## src/rtl/fetch_stage.sv

```systemverilog
// Instruction-fetch stage: owns the PC, issues instruction-memory reads and loads IF/ID.
// Holds a one-entry skid buffer for words returned during a stall and a pending-redirect register.
module fetch_stage #(
  parameter logic [31:0] PC_RESET = 32'h0000_0000,
  parameter logic [31:0] NOP_WORD = 32'h0000_0000
) (
  input  logic        CLK,
  input  logic        nRST,
  input  logic        ihit,
  input  logic [31:0] imemload,
  output logic        imemREN,
  output logic [31:0] imemaddr,
  input  logic        ifW,
  input  logic        ifRST,
  input  logic        jr_en,
  input  logic        jmp_en,
  input  logic        br_en,
  input  logic [31:0] jr_target,
  input  logic [31:0] jmp_target,
  input  logic [31:0] br_target,
  input  logic        halt,
  output logic [31:0] if_instr,
  output logic [31:0] if_npc,
  output logic        if_valid,
  output logic        halted
);

  typedef enum logic [0:0] {StFetch, StHalt} state_t;

  state_t      state_q;
  logic [31:0] pc_q;
  logic        skid_valid_q;
  logic [31:0] skid_instr_q;
  logic [31:0] skid_npc_q;
  logic        pend_valid_q;
  logic [31:0] pend_target_q;
  logic [31:0] if_instr_q;
  logic [31:0] if_npc_q;
  logic        if_valid_q;

  logic        redir;
  logic [31:0] redir_target;
  logic        req;
  logic        hit;
  logic        good;
  logic [31:0] pc_plus4;
  logic [31:0] pc_next;

  always_comb begin
    redir        = jr_en | jmp_en | br_en;
    redir_target = jr_en ? jr_target : (jmp_en ? jmp_target : br_target);
    req          = (state_q == StFetch) && !skid_valid_q;
    // A return only counts when a request is actually outstanding.
    hit          = req && ihit;
    good         = hit && !redir && !pend_valid_q;
    pc_plus4     = pc_q + 32'd4;
    if (redir) begin
      pc_next = redir_target;
    end else if (pend_valid_q) begin
      pc_next = pend_target_q;
    end else begin
      pc_next = pc_plus4;
    end
  end

  always_ff @(posedge CLK or negedge nRST) begin
    if (!nRST) begin
      state_q       <= StFetch;
      pc_q          <= PC_RESET;
      skid_valid_q  <= 1'b0;
      skid_instr_q  <= NOP_WORD;
      skid_npc_q    <= 32'h0;
      pend_valid_q  <= 1'b0;
      pend_target_q <= 32'h0;
      if_instr_q    <= NOP_WORD;
      if_npc_q      <= 32'h0;
      if_valid_q    <= 1'b0;
    end else if (state_q == StFetch) begin
      if (halt) begin
        // Halt wins over everything; all other state freezes.
        state_q <= StHalt;
      end else begin
        if (hit) begin
          pc_q         <= pc_next;
          pend_valid_q <= 1'b0;
        end else if (redir) begin
          // pc must not move while a request is outstanding; remember the target.
          pend_valid_q  <= 1'b1;
          pend_target_q <= redir_target;
        end

        if (ifRST) begin
          if_instr_q   <= NOP_WORD;
          if_npc_q     <= 32'h0;
          if_valid_q   <= 1'b0;
          skid_valid_q <= 1'b0;
        end else if (skid_valid_q) begin
          if (ifW) begin
            if_instr_q   <= skid_instr_q;
            if_npc_q     <= skid_npc_q;
            if_valid_q   <= 1'b1;
            skid_valid_q <= 1'b0;
          end
        end else if (good) begin
          if (ifW) begin
            if_instr_q <= imemload;
            if_npc_q   <= pc_plus4;
            if_valid_q <= 1'b1;
          end else begin
            skid_instr_q <= imemload;
            skid_npc_q   <= pc_plus4;
            skid_valid_q <= 1'b1;
          end
        end else if (ifW) begin
          if_instr_q <= NOP_WORD;
          if_npc_q   <= 32'h0;
          if_valid_q <= 1'b0;
        end
      end
    end
  end

  assign imemREN  = req;
  assign imemaddr = pc_q;
  assign if_instr = if_instr_q;
  assign if_npc   = if_npc_q;
  assign if_valid = if_valid_q;
  assign halted   = (state_q == StHalt);

endmodule

```

## config.mk

```make
export PLATFORM = sky130hd
export DESIGN_NAME = fetch_stage
export DESIGN_NICKNAME = d
export VERILOG_FILES = /design/src/rtl/fetch_stage.sv
export SDC_FILE = /design/constraint.sdc
export NUM_CORES = 1
export LEC_CHECK = 0
export CAP_MARGIN = 5
export CORE_ASPECT_RATIO = 1.4
export CORE_UTILIZATION = 54
export CTS_CLUSTER_SIZE = 24
export DETAILED_ROUTE_END_ITERATION = 8
export PLACE_DENSITY = 0.86
export SLEW_MARGIN = 15
export SYNTH_ARGS = -nofsm -noshare
export SYNTH_HDL_FRONTEND = slang
export SYNTH_SLANG_ARGS = --single-unit
export TNS_END_PERCENT = 5
```

## constraint.sdc

```tcl
create_clock -name CLK -period 3.3 [get_ports CLK]
set_input_delay 0.33 -clock CLK [delete_from_list [all_inputs] [get_ports CLK]]
set_output_delay 0.33 -clock CLK [all_outputs]
set_load 0.02 [all_outputs]
```

==> metrics.cfg, run 1 <==
[status]
status = finished clean

[floorplanning]
die_width_um = 115.1
pin_count = 236
die_area_mm2 = 0.01845
die_y_um = 160.3
num_rows = 57
start_util = 0.5532
core-area_mm2 = 0.01747

[timing]
layout_setup_ws_ps = 751.5
maxClockFrequency_mhz = 392.4
period_minus_slack_ps = 2549
rsz0062_at_grt = no
setup_viol = 0
timing.slew.headroom = 0.4807
period_share = 0.7723
hold_viol = 0
finClkSkew_ps = 12.26
tightest_slew_ps = 777.1
tns_ps = 0
drv_slew = 0

[placement]
placed_area_mm2 = 0.01223
hpwl_mm = 18.14
io_buffers = 235
pre_cts_ws_ps = 616.1
place_congestion = 0.8172

[detailed_routing]
wl_per_cell_um = 17.61
first_pass_iters = 5
drc = 0
finalWirelength_mm = 25.01
drtIter0Drc = 537
postRouteAntennaNets = 0
vias_per_cell = 5.786
num_vias = 8216

[yosys]
yosys_register_bits = 196
synthesis.area_mm2 = 0.009667
yosys_warnings = 0
async_flop_share = 1.000
synth_edf_count = 0
synth_cells = 968
synth_area_leaders = dfrtp_1, o21ai_0, nand2_1
synth_seq_area_share = 0.5074
ys.flop_type = dfrtp_1
synthesis.nets = 1106
syn_avg_cell_area_um2 = 9.986
synth.largest_area_cell = dfrtp_1
netlist.area_leader.share = 0.5074
synth_cell_types = 62

[clocking]
clockBufferDepth = 2
cts_max_level = 4
cts_resized = 0
clk_pin_slew_ps = 70
cts_tree = built
cts_hold_buf = 1
cts_made_buffers = 17
cts_setup_buffers = 0
clock_latency_ps = 430
cts_root_buf = clkbuf_16
clock_sinks = 196

[final_layout]
layout.nets = 1311
drive_gt1_frac = 0.1047
postLayoutCellArea_mm2 = 0.01283
antennaDiodeCount = 0
syn_to_final_growth_pct = 32.76
mostFrequentLayoutCells = clkdlybuf4s50_1, dfrtp_1, nand2_1, o21ai_0, a22oi_1
layout_commonest_cell = clkdlybuf4s50_1

[pwr]
leakagePower_nw = 5.547
vdd_drop_max_uv = 355.6
total_power_mw = 5.518
p_per_area_mw_per_mm2 = 430.0

[global_route]
grt_util_all_layers = 0.2806
grt_pass1_vias = 8180
antenna_found_initial = 0
grt_first_pass_wirelength_mm = 40.60
overflow = 0
grt_max_degree = 92

[min_path]
min_from = if_instr[17]$_DFFE_PN0P_
hold_depth = 2
hold_path_end = if_instr[17]$_DFFE_PN0P_
min_path_type = register to register

[critical_path]
start_kind = register
r2r_cells = 6
cp_max_fo = 8
timing.rr.start = imemaddr[2]$_DFFE_PN0P_
required_ps = 3590
worstReg2RegEnd = imemaddr[16]$_DFFE_PN0P_
crit_type = register to register
critPathArrivalTime_ps = 2840
critPathCaptureType = register
reg2reg_slack_ps = 750

[job]
cap_violations = 0

[Yosys cell counts, types with 3 or more instances]
cell,number
o21ai_0,146
a21oi_1,43
xor2_1,5
inv_1,14
buf_2,11
o211ai_1,8
mux2_4,20
buf_6,3
nand2_1,145
a221o_1,3
a2bb2oi_1,3
nor4_4,4
o31ai_1,5
o31a_1,3
a22oi_1,62
o221ai_1,3
mux2_2,28
and3_1,8
nor2_1,40
o22ai_1,5
o2bb2ai_1,5
dfrtp_1,196
xnor2_1,22
nor4_1,5
o21ai_1,6
buf_1,4
nand3_1,22
nor3_1,7
buf_4,3
mux2i_1,36
or2_2,3
nand4_1,5
clkbuf_1,51
a21o_1,7
[layer usage]
layer / global-route usage / up-vias / wire length, µm
li1: - / 3889 / -
met1: 0.3458 / 3909 / 10180
met2: 0.4789 / 351 / 12490
met3: 0.04717 / 67 / 1416
met4: 0.1257 / 0 / 920
met5: 0 / - / 0
[metrics by stage]
stage / hold slack, ps / std cells / utilization
5_1_grt: 499.7 / 1420 / 0.7345
4_1_cts: 481.3 / 1420 / 0.7345
3_3_place_gp: 441.8 / 1389 / 0.6998
6_report: 477.9 / 1420 / 0.7345
2_1_floorplan: 34.41 / 968 / -
3_5_place_dp: 443.4 / 1389 / 0.6998
[state kept, by name, summed over array words and instances (netlist names)]
register / cells
if_valid: 1
imemaddr: 32
halted: 1
if_instr: 32
skid_npc_q: 32
pend_target_q: 32
skid_valid_q: 1
pend_valid_q: 1
skid_instr_q: 32
if_npc: 32
[cell families (layout without fill, tap and decap cells)]
kind of cell / Yosys count / after routing / synth area share
AOI/OAI and AO/OA: 312 / 312 / 0.1953
DFF: 196 / 196 / 0.5074
adders and majority gates: 1 / 1 / 0.001294
and+or+nand+nor: 262 / 262 / 0.1323
muxes: 84 / 84 / 0.1010
buffers and inverters: 86 / 302 / 0.03831
xor gates and xnor gates: 27 / 27 / 0.02446
[worst max-delay path, stage by stage (launching register included)]
cell	delay [ps]
dfrtp_1	560
ha_1	250
nand3_1	270
nor4_1	580
nand2_1	200
xor2_1	390
o211ai_1	160
[where the power goes]
part	internal (mW)	leakage, nW	switching, mW	total (mW)
Sequential	2.50	2.63	0.122	2.63
Combinational	0.388	2.62	0.403	0.791
Clock	1.21	0.287	0.889	2.10
[final cells by class]
class                           instances  area (µm²)
Inverter                               14       52.55
Sequential cell                       196        4906
Tap cell                              236       295.3
Clock inverter                         11       152.6
Multi-Input combinational cell        686        4438
Timing Repair Buffer                  258        2546
Clock buffer                           19       442.9
Fill cell                            1277        4639
[worst max path at each step]
| stage | start | end | slack, ps | cells past startpoint |
|---|---|---|---|---|
| 3_3_place_gp | br_en | skid_instr_q[10]$_DFFE_PN0P_ | 650 | 6 |
| 4_1_cts | imemaddr[2]$_DFFE_PN0P_ | imemaddr[16]$_DFFE_PN0P_ | 770 | 6 |
| 5_1_grt | imemaddr[2]$_DFFE_PN0P_ | imemaddr[18]$_DFFE_PN0P_ | 630 | 6 |
| 3_5_place_dp | br_en | skid_instr_q[12]$_DFFE_PN0P_ | 620 | 6 |
| 2_1_floorplan | imemaddr[2]$_DFFE_PN0P_ | imemaddr[28]$_DFFE_PN0P_ | 1190 | 6 |
| 6_report | imemaddr[2]$_DFFE_PN0P_ | imemaddr[16]$_DFFE_PN0P_ | 750 | 6 |
No activity file was read; power rests on OpenSTA's default activity.
==> inputs of run 2 (changes only) <==
CORE_UTILIZATION = 45   (was 54)
PLACE_DENSITY = 0.77   (was 0.86)
clock period = 2.3 ns   (was 3.3 ns; I/O delays follow)
==> metrics.cfg, run 2 (same netlist as run 1, synthesis figures left out) <==
[timing]
setup_viol = 0
tns_ps = 0
drv_slew = 0
timing.slew.headroom = 0.5631
rsz0062_at_grt = no
hold_viol = 0
period_minus_slack_ps = 2160
period_share = 0.9391
tightest_slew_ps = 655.4
finClkSkew_ps = 8.820
maxClockFrequency_mhz = 463.0

[clocking]
cts_root_buf = clkbuf_16
cts_tree = built
cts_max_level = 4
cts_setup_buffers = 0
clock_sinks = 196
clk_pin_slew_ps = 70
clockBufferDepth = 2
cts_made_buffers = 17
clock_latency_ps = 430

[global_route]
grt_util_all_layers = 0.2357
grt_max_degree = 78
overflow = 0
grt_first_pass_wirelength_mm = 41.19
grt_pass1_vias = 7943
antenna_found_initial = 0

[pwr]
leakagePower_nw = 5.716
swShare = 0.2554
p_sw_mw = 1.982
clock_power_share = 0.366
vdd_drop_max_uv = 510.6
p_seq_frac = 0.483
comb_power_share = 0.152
p_int_mw = 5.776
p_per_area_mw_per_mm2 = 590.2

[critical_path]
crit_buf_inv = 2
cp_top_family = buffers and inverters
critPathArrivalTime_ps = 1930
critPathCaptureType = output port
cpPeakStageDelay_ps = 610
required_ps = 2070
cp_slowest_cell = clkdlybuf4s50_1
crit_path_cell_trace = buf_4 > nor2_1 > clkdlybuf4s50_1
start_kind = register
crit_type = register to output port
cp_max_fo = 46

[detailed_routing]
drtIter0Drc = 541
finalWirelength_mm = 25.10
num_vias = 8138
postRouteAntennaNets = 0
maxUsedRoutingLayer = met4
dr_wl_met2_mm = 12.60
wl_per_cell_um = 16.96
drc = 0
first_pass_iters = 5
wl_met1_mm = 10.69
vias_per_cell = 5.499
wl_met3_mm = 1.189

[floorplanning]
start_util = 0.4576
num_rows = 63
die_area_mm2 = 0.02208
die_y_um = 175.4
die_width_um = 125.9
core-area_mm2 = 0.02113
pin_count = 236

[final_layout]
antennaDiodeCount = 0
layout_commonest_cell = clkdlybuf4s50_1
final_cells = 1480
syn_to_final_growth_pct = 35.98
multi_input_area_mm2 = 0.004438
drive_gt1_frac = 0.1303
seq_area_mm2 = 0.004906
utilization = 0.6222
layout.nets = 1346
mostFrequentLayoutCells = clkdlybuf4s50_1, dfrtp_1, nand2_1, o21ai_0, a22oi_1
n_fill_cell = 1756

[placement]
place_congestion = 0.8347
io_buffers = 235
hpwl_mm = 18.60
dpl.cell_count = 1448

[status]
status = finished clean

[job]
cap_violations = 0

[min_path]
min_path_type = input pin to register

run 2: cell count changes in the layout (fill, tap and decap cells not counted), sizes merged:
cell,change
buf,+35
clkbuf,+4
clkinvlp,+1
inv,-2
bufinv,-2
run 2: worst register-to-register path: stages, from the launching register on:
cell and delay, ps:
dfrtp_1 490, nand4_4 230, or4_4 650, nor4_4 310, xnor2_1 210, o21ai_1 80
run 2: final cells by class:
class / count / share of cell area
clock inverters: 8 / 0.005806
multi-input cells: 686 / 0.3376
well taps: 260 / 0.02475
flip-flops and latches: 196 / 0.3732
inverters: 14 / 0.003998
clock buffers: 23 / 0.03712
repair buffers: 293 / 0.2175
run 2: timing repair:
item / CTS / global route
hold endpoints to repair: 72 / 0
resized for setup: 0 / 0
hold buffers: 1 / 0
run 2: path summary, 6_finish.rpt:
path,from,endpoint,slack (ps),depth (start not counted)
min in group asynchronous,nRST,if_instr[4]$_DFFE_PN0P_,390,2
worst min-delay path,jmp_en,pend_target_q[19]$_DFFE_PN0P_,280,4
worst max-delay path,skid_valid_q$_DFFE_PN0P_,imemREN,140,3
max in group asynchronous,nRST,skid_instr_q[22]$_DFFE_PN0P_,1180,3
worst min register to register,if_instr[17]$_DFFE_PN0P_,if_instr[17]$_DFFE_PN0P_,480,2
worst max register to register,imemaddr[6]$_DFFE_PN0P_,skid_npc_q[26]$_DFFE_PN0P_,220,5
run 2: metal layers:
| metal | vias to the layer above | global-route usage |
|---|---|---|
| met4 | 0 | 0.09237 |
| met1 | 3849 | 0.3061 |
| met2 | 289 | 0.3988 |
| met3 | 44 | 0.03259 |
| li1 | 3956 | - |
| met5 | - | 0 |
run 2: per-stage QoR:
stage | worst slack, ps | power (mW) | hold WS [ps] | instance area, µm²
3_5_place_dp | 67.57 | 4.986 | 301.5 | 12570
5_1_grt | 15.55 | 8.081 | 327.8 | 13150
6_report | 140.2 | 7.758 | 284.9 | 13150
4_1_cts | 127.1 | 7.828 | 264.4 | 13150
2_1_floorplan | 194.9 | 4.322 | -65.59 | 9667
3_3_place_gp | 90.40 | 4.958 | 297.2 | 12570
run 2: power groups by stage:
stage               clock [mW]  combinational [mW]  sequential [mW]
floorplan                    0               0.461             3.86
global placement             0                1.16             3.80
detailed placement           0                1.18             3.81
CTS                       2.90                1.19             3.74
global route              3.03                1.29             3.76
finish                    2.84                1.18             3.74
==> inputs of run 3 (changes only) <==
CELL_PAD_IN_SITES_DETAIL_PLACEMENT = 1   (was unset)
CELL_PAD_IN_SITES_GLOBAL_PLACEMENT = 2   (was unset)
CORE_UTILIZATION = 35   (was 45)
DONT_BUFFER_PORTS = 1   (was unset)
PLACE_DENSITY = unset   (was 0.77)
PLACE_DENSITY_LB_ADDON = 0.1   (was unset)
==> metrics.cfg, run 3 (same netlist as run 1, synthesis figures left out) <==
[clocking]
clk_pin_slew_ps = 80
cts_setup_buffers = 0
clockBufferDepth = 2
cts_max_level = 4
cts_tree = built
cts_made_buffers = 17
cts_hold_buf = 40
cts_resized = 0
clock_sinks = 196
cts_root_buf = clkbuf_16
clock_latency_ps = 450

[global_route]
grt_max_degree = 197
overflow = 0
grt_util_all_layers = 0.2129
grt_pass1_vias = 7860
antenna_found_initial = 0
grt_first_pass_wirelength_mm = 45.59

[min_path]
min_path_type = input pin to asynchronous set/reset pin

[critical_path]
required_ps = 2640
crit_path_cell_trace = or3b_1 > or2_2 > buf_12 > nand2_1 > o31ai_1 > a211o_1
cp_max_fo = 21
critPathArrivalTime_ps = 2450
cp_slowest_cell = or3b_1
start_kind = register
crit_type = register to register
critPathCaptureType = register
cpPeakStageDelay_ps = 490

[timing]
finClkSkew_ps = 13.47
drv_slew = 0
timing.slew.headroom = 0.5130
setup_viol = 0
tightest_slew_ps = 730.5
layout_setup_ws_ps = 183.8
period_minus_slack_ps = 2116
hold_viol = 196
rsz0062_at_grt = no
whs_ps = -515.6
tns_ps = 0
period_share = 0.9201
maxClockFrequency_mhz = 472.5

[detailed_routing]
drc = 0
finalWirelength_mm = 29.36
postRouteAntennaNets = 0
wl_per_cell_um = 21.16
first_pass_iters = 4
num_vias = 7591
vias_per_cell = 5.473
drtIter0Drc = 323

[pwr]
vdd_drop_max_uv = 420.9
p_per_area_mw_per_mm2 = 683.3
leakagePower_nw = 4.990
total_power_mw = 7.726

[floorplanning]
die_y_um = 198.6
pin_count = 236
num_rows = 71
die_width_um = 142.5
core-area_mm2 = 0.02701
die_area_mm2 = 0.02830
start_util = 0.3580

[final_layout]
syn_to_final_growth_pct = 16.97
layout.nets = 1147
antennaDiodeCount = 0
multi_input_area_mm2 = 0.004438
final_cells = 1387
seq_area_mm2 = 0.004906
n_fill_cell = 3054
mostFrequentLayoutCells = dfrtp_1, nand2_1, o21ai_0
utilization = 0.4187
drive_gt1_frac = 0.1507
layout_commonest_cell = dfrtp_1
postLayoutCellArea_mm2 = 0.01131

[status]
status = complete, but fails checks
violations = hold timing

[placement]
dpl.cell_count = 1315
hpwl_mm = 20.63
place_congestion = 0.8101
placed_area_mm2 = 0.01030
pre_cts_ws_ps = 181.4
io_buffers = 0

[job]
cap_violations = 0

-- run 3: cell types whose count changed in the layout (fill, tap and decap cells not counted), sizes merged --
cell | before | now
clkbuf | 24 | 21
bufinv | 1 | 3
clkdlybuf4s50 | 232 | 0
clkinvlp | 3 | 2
inv | 14 | 16
dlygate4sd3 | 1 | 40
buf | 59 | 54
-- run 3: final cells by class --
class | instances | share of cell area
timing repair buffer | 94 | 0.07458
multi-input combinational | 686 | 0.3925
tap | 365 | 0.04039
clock buffer | 21 | 0.04072
inverter | 14 | 0.004648
clock inverter | 11 | 0.01328
sequential | 196 | 0.4339
-- run 3: power by group --
group	switching, mW	leakage (nW)	total, mW	internal (mW)
Sequential	0.139	2.63	3.73	3.59
Combinational	0.514	2.06	0.860	0.346
Clock	1.36	0.294	3.13	1.78
-- run 3: worst paths after layout --
kind                                               to                  startpoint  cells past startpoint  slack, ps
min in group CLK              if_instr[2]$_DFFE_PN0P_                 imemload[2]                      2         10
setup reg to reg             imemaddr[31]$_DFFE_PN0P_    skid_valid_q$_DFFE_PN0P_                      6        180
hold reg to reg            skid_npc_q[21]$_DFFE_PN0P_  skid_npc_q[21]$_DFFE_PN0P_                      2        480
setup / recovery             imemaddr[31]$_DFFE_PN0P_    skid_valid_q$_DFFE_PN0P_                      6        180
max in group asynchronous      if_npc[28]$_DFFE_PN0P_                        nRST                      0       2590
hold / removal              skid_npc_q[9]$_DFFE_PN0P_                        nRST                      0       -520
-- run 3: worst max-delay path: cells and delay by family, from the launching register on --
family,cells,cell delay [ps]
AO/OA/AOI/OAI,2,300
buffers and inverters,1,220
flip-flops,1,430
AND/OR/NAND/NOR,3,1040
-- run 3: layer usage --
| layer | vias to the layer above | wire [µm] | GRT usage |
|---|---|---|---|
| met1 | 3776 | 12550 | 0.2651 |
| met2 | 236 | 14580 | 0.3609 |
| met5 | - | 0 | 0 |
| met3 | 26 | 1727 | 0.05152 |
| met4 | 0 | 496 | 0.06730 |
| li1 | 3553 | - | - |
